<file path="src/rtl/rv_pkg.sv">
// Shared constants for the RV32I pipeline registers: datapath widths,
// writeback-select encoding and load/store access sizes.
package rv_pkg;

  localparam int XLEN   = 32;
  localparam int REG_AW = 5;

  localparam logic [1:0] WB_ALU = 2'b00;
  localparam logic [1:0] WB_MEM = 2'b01;
  localparam logic [1:0] WB_PC4 = 2'b10;

  localparam logic [1:0] SZ_B = 2'b00;
  localparam logic [1:0] SZ_H = 2'b01;
  localparam logic [1:0] SZ_W = 2'b10;

endpackage

</file>
<file path="src/rtl/mem_lane_align.sv">
// Combinational byte-lane alignment for a 32-bit data port: replicates store
// data across lanes, builds the byte mask and flags misaligned accesses.
module mem_lane_align
  import rv_pkg::*;
(
  input  logic [1:0]      size,
  input  logic [1:0]      addr_lo,
  input  logic [XLEN-1:0] rs2,
  output logic [XLEN-1:0] wdata,
  output logic [3:0]      bmask,
  output logic            misaligned
);

  always_comb begin
    wdata      = rs2;
    bmask      = 4'b0000;
    misaligned = 1'b0;
    case (size)
      SZ_B: begin
        wdata = {4{rs2[7:0]}};
        bmask = 4'b0001 << addr_lo;
      end
      SZ_H: begin
        wdata      = {2{rs2[15:0]}};
        bmask      = 4'b0011 << {addr_lo[1], 1'b0};
        misaligned = addr_lo[0];
      end
      SZ_W: begin
        bmask      = 4'b1111;
        misaligned = |addr_lo;
      end
      // size 11 has no legal encoding: no lanes, always a fault
      default: misaligned = 1'b1;
    endcase
  end

endmodule

</file>
<file path="src/rtl/ex_mem_reg.sv">
// EX/MEM pipeline register: captures the execute result with pre-aligned
// store lanes and drives the EX->ID forwarding bus from registered state.
module ex_mem_reg #(
  parameter int XLEN   = rv_pkg::XLEN,
  parameter int REG_AW = rv_pkg::REG_AW
) (
  input  logic              clk,
  input  logic              rst_n,
  input  logic              ex_valid,
  input  logic [XLEN-1:0]   ex_alu_result,
  input  logic [XLEN-1:0]   ex_rs2_data,
  input  logic [XLEN-1:0]   ex_pc_plus4,
  input  logic [REG_AW-1:0] ex_rd,
  input  logic              ex_reg_wen,
  input  logic              ex_mem_ren,
  input  logic              ex_mem_wen,
  input  logic [2:0]        ex_funct3,
  input  logic [1:0]        ex_wb_sel,
  input  logic              stall,
  input  logic              flush,
  output logic              mem_valid,
  output logic [XLEN-1:0]   mem_addr,
  output logic [XLEN-1:0]   mem_wdata,
  output logic [3:0]        mem_bmask,
  output logic              mem_ren,
  output logic              mem_wen,
  output logic              mem_misaligned,
  output logic [REG_AW-1:0] mem_rd,
  output logic              mem_reg_wen,
  output logic [2:0]        mem_funct3,
  output logic [1:0]        mem_wb_sel,
  output logic [XLEN-1:0]   mem_pc_plus4,
  output logic              fwd_valid,
  output logic [REG_AW-1:0] fwd_rd,
  output logic [XLEN-1:0]   fwd_data
);
  import rv_pkg::*;

  logic [XLEN-1:0] al_wdata;
  logic [3:0]      al_bmask;
  logic            al_mis;
  logic            fault;

  mem_lane_align u_align (
    .size       (ex_funct3[1:0]),
    .addr_lo    (ex_alu_result[1:0]),
    .rs2        (ex_rs2_data),
    .wdata      (al_wdata),
    .bmask      (al_bmask),
    .misaligned (al_mis)
  );

  // Only real memory accesses can fault; ALU ops ignore the size decode.
  assign fault = ex_valid & (ex_mem_ren | ex_mem_wen) & al_mis;

  always_ff @(posedge clk or negedge rst_n) begin
    if (!rst_n) begin
      mem_valid      <= 1'b0;
      mem_addr       <= '0;
      mem_wdata      <= '0;
      mem_bmask      <= '0;
      mem_ren        <= 1'b0;
      mem_wen        <= 1'b0;
      mem_misaligned <= 1'b0;
      mem_rd         <= '0;
      mem_reg_wen    <= 1'b0;
      mem_funct3     <= '0;
      mem_wb_sel     <= '0;
      mem_pc_plus4   <= '0;
    end else if (flush) begin
      mem_valid      <= 1'b0;
      mem_ren        <= 1'b0;
      mem_wen        <= 1'b0;
      mem_reg_wen    <= 1'b0;
      mem_misaligned <= 1'b0;
    end else if (!stall) begin
      mem_valid      <= ex_valid;
      mem_addr       <= ex_alu_result;
      mem_wdata      <= al_wdata;
      mem_bmask      <= al_bmask;
      mem_ren        <= ex_valid & ex_mem_ren & ~fault;
      mem_wen        <= ex_valid & ex_mem_wen & ~fault;
      mem_misaligned <= fault;
      mem_rd         <= ex_rd;
      mem_reg_wen    <= ex_valid & ex_reg_wen & (|ex_rd) & ~fault;
      mem_funct3     <= ex_funct3;
      mem_wb_sel     <= ex_wb_sel;
      mem_pc_plus4   <= ex_pc_plus4;
    end
  end

  // Load data is not available until MEM completes, so loads never forward.
  assign fwd_valid = mem_valid & mem_reg_wen & ~mem_ren;
  assign fwd_rd    = mem_rd;
  assign fwd_data  = (mem_wb_sel == WB_PC4) ? mem_pc_plus4 : mem_addr;

endmodule

</file>
<file path="config.mk">
export PLATFORM = sky130hd
export DESIGN_NAME = ex_mem_reg
export DESIGN_NICKNAME = d
export VERILOG_FILES = /design/src/rtl/rv_pkg.sv /design/src/rtl/mem_lane_align.sv /design/src/rtl/ex_mem_reg.sv
export SDC_FILE = /design/constraint.sdc
export NUM_CORES = 1
export LEC_CHECK = 0
export ABC_AREA = 1
export ABC_CLOCK_PERIOD_IN_PS = 1000
export BUFFER_PORTS_ARGS = -buffer_cell sky130_fd_sc_hd__buf_2
export CAP_MARGIN = 20
export CORE_ASPECT_RATIO = 0.8
export CORE_MARGIN = 8
export CORE_UTILIZATION = 41
export CTS_CLUSTER_SIZE = 16
export DETAILED_ROUTE_END_ITERATION = 10
export PLACE_DENSITY = 0.76
export SLEW_MARGIN = 10
export SYNTH_ARGS = -nofsm -noshare
export SYNTH_HDL_FRONTEND = slang
export SYNTH_SLANG_ARGS = --single-unit
</file>
<file path="constraint.sdc">
create_clock -name clk -period 1 [get_ports clk]
set_clock_uncertainty 0.05 [all_clocks]
set_input_delay 0.05 -clock clk [delete_from_list [all_inputs] [get_ports clk]]
set_output_delay 0.05 -clock clk [all_outputs]
set_load 0.01 [all_outputs]
</file>
After elaboration in Yosys (flattened, before gate mapping)

Index checks and enable logic that the tools add are counted.
Widths: inputs -> output; s select.

Register bits after elaboration: 115
Logic and storage cells: 52

Reduce and logical (&&, ||, !) cells: 4
Shift operators: 2
Eq/ne operators: 4
Bitwise gates (word level): 16
Multiplexer cells: 14

Operators with widths:

| operator            | number |
|---|---|
| $pmux 32 s2         | 1 |
| $mux 32             | 1 |
| $pmux 4 s3          | 1 |
| $and 1x1->1         | 11 |
| $mux 1              | 10 |
| $reduce_or 5->1     | 1 |
| $eq 2x2->1 const B  | 2 |
| $not 1->1           | 4 |
| $shl 1x2->4 const A | 1 |
| $shl 2x2->4 const A | 1 |
| $pmux 1 s3          | 1 |
| $eq 2x1->1 const B  | 1 |
| $logic_not 2->1     | 1 |
| $ne 2x1->1 const B  | 1 |
| $reduce_and 2->1    | 1 |
| $reduce_or 2->1     | 1 |
| $or 1x1->1          | 1 |

Logic depth before layout (Yosys ltp)

Depth in word-level cells: 7
Depth in mapped cells: 7
Gate-level depth less buffers: 7

Hierarchy

Synthesis repeated with hierarchy kept, for this count alone.

Cells, all modules: 679
Area total of the unflattened synthesis: 5196.2 um^2

Modules (own cells, without submodules):

| module         | area an instance (um^2) | seq. area each (um^2) | cells an instance | times used |
|---|---|---|---|---|
| ex_mem_reg     | 4727.0                  | 2877.8                | 574               | 1 |
| mem_lane_align | 469.2                   | 0.0                   | 105               | 1 |

Worst setup path after synthesis

Ideal clock, no wire load.

Path kind: register to output
Start: register mem_wb_sel[0]
End: output port fwd_data[10]
Path slack: -0.189 ns
Arrival: 1.089 ns
Stages on the path, launching flop included: 5
Cells stage by stage: dfrtp_1 > inv_1 > nand2_1 > clkbuf_1 > o21ai_0

Cells in the longest elaborated chain, start to end: 2

RTL lines:

| element                | line             | text |
|---|---|---|
| from (decl)            | ex_mem_reg.sv:31 | `output logic [1:0] mem_wb_sel,` |
| from (signal assigned) | ex_mem_reg.sv:87 | `mem_wb_sel <= ex_wb_sel;` |
| $eq 2x2->1             | ex_mem_reg.sv:95 | `assign fwd_data = (mem_wb_sel == WB_PC4) ? mem_pc_plus4 : mem_addr;` |
| $mux 32                | ex_mem_reg.sv:95 |  |
| to (decl)              | ex_mem_reg.sv:35 | `output logic [XLEN-1:0] fwd_data` |

No other way between the ends.

Worst setup path after layout

Start: register mem_wb_sel[0]
End: output port fwd_data[9]

Same word-level chain as after synthesis.

==> flow_summary_export.csv <==
group,metric,value,unit
status,status,"finished with violations",
status,violations,"negative setup slack",
flow_run,cap_violations,0,
detailed_routing,drt_iter0_markers,505,
grt,grt_max_degree,33,
synth,ys_top_cells_by_area,"dfrtp_1 57%, nand2_1 23%, o21ai_0 8.1%, inv_1 3.1%, nand3_1 2.0%",
grt,gr-total-overflow,0,
final_layout,layout-drive-gt1-share,40.33,%
synth,seq_area_frac_synth,56.89,%
clock_network,cts_buffer_depth,2,
final_layout,nets,1182,
synth,syn_inst,634,
synth,yosysTopAreaCell,"dfrtp_1",
clock_network,htreeDepth,4,
min_path,hold_class,"input pin to register",
sta,final.min_clock_period,1.614,ns
sta,tightest_slew,0.3781,ns
final_layout,area_growth,90.53,%
power_and_ir_drop,p_total,17.13,mW
worst_setup_path,r2r_start,"mem_wb_sel[1]",
final_layout,seq_area,0.002884,mm2
worst_setup_path,worstReg2RegEnd,"mem_wb_sel[1]",
synth,avgSynthCellArea,7.979,um2
worst_setup_path,crit_buf_inv,3,
clock_network,clock-sinks,115,
detailed_routing,drt_wl_total,23.89,mm
sta,setup_viol,155,
detailed_routing,drc,0,
power_and_ir_drop,p_leak,5.129,nW
placed_design,gp_congestion,0.8668,
sta,period_share,161.4,%
grt,grt_pass1_vias,6489,
final_layout,final_cell_mix,"287 x nand2_1, 197 x buf_2, 112 x dlygate4sd3_1, 110 x dfrtp_1, 70 x buf_6",
worst_setup_path,crit_fanout,10,
synth,ys_types,16,
sta,rsz0062_at_grt,"yes",
detailed_routing,wl_per_cell,19.36,um
worst_setup_path,cpPeakStageDelay,0.40,ns
synth,syn-num-nets,748,
floorplanning,dieHeight,115.4,um
placed_design,dpl.hpwl,13.36,mm
detailed_routing,vias,6353,
worst_setup_path,cp_num_cells,6,
clock_network,cts.clk_slew.worst_paths,0.06,ns
synth,netlist.area_leader.share,56.89,%
placed_design,pre_cts_ws,-0.2286,ns
detailed_routing,avgViaCountPerCell,5.148,
clock_network,clk_latency,0.41,ns
floorplanning,start_util,41.75,%
placed_design,io_buffers,266,
grt,antenna_found_initial,1,
sta,fmax,0.6196,GHz
worst_setup_path,critPathLaunchType,"register",
worst_setup_path,cp_data_required_time,0.90,ns
detailed_routing,detail-route-antenna-nets,0,
min_path,hp-start,"flush",
worst_setup_path,critPathArrivalTime,1.51,ns
clock_network,numCtsBuffers,17,
worst_setup_path,crit_family,"buffers and inverters",
worst_setup_path,crit_start,"mem_wb_sel[0]",
floorplanning,io_pins,267,
worst_setup_path,worstSetupEndpointType,"primary output",
synth,synth_warnings,0,
sta,finalHoldViolCount,0,
sta,slew-limit-headroom,74.79,%
min_path,min_to,"mem_reg_wen",
sta,slew_violations,0,
floorplanning,die_w,140.2,um
worst_setup_path,cp_slowest_cell,"dfrtp_1",
final_layout,finalInstanceArea,0.009638,mm2
worst_setup_path,r2r_slack,-0.01,ns
final_layout,multi_input_area,0.002136,mm2
detailed_routing,dr.pass1.iters,5,
power_and_ir_drop,powerDensity,1777,mW/mm2
min_path,hold_depth,6,
worst_setup_path,path_cells,"inv_4, nand2_8, buf_12, nand2_1, o21ai_2, buf_2",
floorplanning,dieArea,0.01617,mm2
worst_setup_path,reg2reg_depth,4,
grt,track_usage,26.66,%
final_layout,final_common_cell,"nand2_1",
power_and_ir_drop,max-vdd-ir-drop,1.235,mV
clock_network,clockRootBuffer,"clkbuf_16",
grt,grt_pass1_wl,34.07,mm
final_layout,finalCoreUtilization,79.54,%
placed_design,place_area,0.007013,mm2
sta,setup_slack,-0.6139,ns
clock_network,cts_tree,"yes",
synth,synth-seq-cells,115,
final_layout,fillers,669,
worst_setup_path,worstSetupPathType,"register to primary output",
synth,synth_area,0.005059,mm2
floorplanning,coreArea,0.01212,mm2
floorplanning,fp-row-count,36,
cell families (layout without fill, tap and decap cells):
family	count (synthesis)	count (layout)	share of synthesized area [%]
flops	115	115	56.89
buf+inv	80	526	7.223
other cells	0	1	0
compound gates	93	93	9.424
simple gates	346	347	26.47
stage by stage:
| step | instances | setup TNS (ns) | hold slack (ns) |
|---|---|---|---|
| final | 1234 | -24.95 | 0.01717 |
| after global routing | 1234 | -29.96 | 0.04556 |
| after CTS | 1211 | -25.76 | 0.009557 |
| after detailed placement | 1048 | -8.674 | -0.05610 |
| after global placement | 1048 | -6.415 | -0.05539 |
| after floorplan | 634 | -0.3408 | -0.2956 |
repair_timing:
| item | in CTS | in global routing |
|---|---|---|
| setup buffers | 16 | 22 |
| hold buffers | 112 | 0 |
| gates cloned | 3 | 0 |
| endpoints found under the setup margin | 153 | 155 |
| pin swaps | 3 | 4 |
| hold endpoints to repair | 228 | 0 |
| resized for setup | 66 | 46 |
worst max-delay path by stage:
stage	slack, ns	to
after floorplan	-0.01	fwd_data[11]
after CTS	-0.61	fwd_data[2]
after global placement	-0.16	fwd_data[20]
after global routing	-0.66	fwd_data[9]
after detailed placement	-0.23	fwd_data[2]
final	-0.61	fwd_data[9]
cell type report:
type,count,share of cell area (%)
Antenna cell,1,0.02596
Clock buffer,18,4.557
Clock inverter,14,1.843
Inverter,44,1.740
Multi-Input combinational cell,440,22.16
Sequential cell,115,29.92
Tap cell,152,1.973
Timing Repair Buffer,450,37.78
worst register-to-register path, delay by kind of cell (launching register included):
kind	cells	cell delay, ns
buf+inv	2	0.27
flops	1	0.47
simple gates	2	0.10
per-layer routing:
metal / wire, um / vias to the layer above / part of all wire, % / GRT usage [%]
li1: - / 2836 / - / -
met1: 8477 / 2989 / 35 / 28.69
met2: 12040 / 432 / 50 / 47.10
met3: 2317 / 96 / 9.7 / 7.884
met4: 1047 / 0 / 4.4 / 14.14
met5: 0 / - / 0 / 0
synth_stat cells, drive strengths merged:
library cell	instances
nand2	310
dfrtp	115
o21ai	82
inv	44
buf	28
nand3	20
nor2	16
clkbuf	8
a31oi	7
a21oi	3
o21a	1
state kept, by name, indices dropped and copies added (netlist names):
signal / count
fwd_rd: 5
mem_addr: 32
mem_bmask: 4
mem_funct3: 3
mem_misaligned: 1
mem_pc_plus4: 32
mem_reg_wen: 1
mem_ren: 1
mem_valid: 1
mem_wb_sel: 2
mem_wdata: 32
mem_wen: 1
power by group:
part | internal [mW] | switching [mW] | leakage (nW) | total [mW]
clock network | 4.02 | 2.31 | 0.290 | 6.33
registers | 5.26 | 0.564 | 1.41 | 5.82
logic | 2.50 | 2.49 | 3.43 | 4.98
total | 11.8 | 5.36 | 5.13 | 17.1
Power figures use the tool's default switching activity.
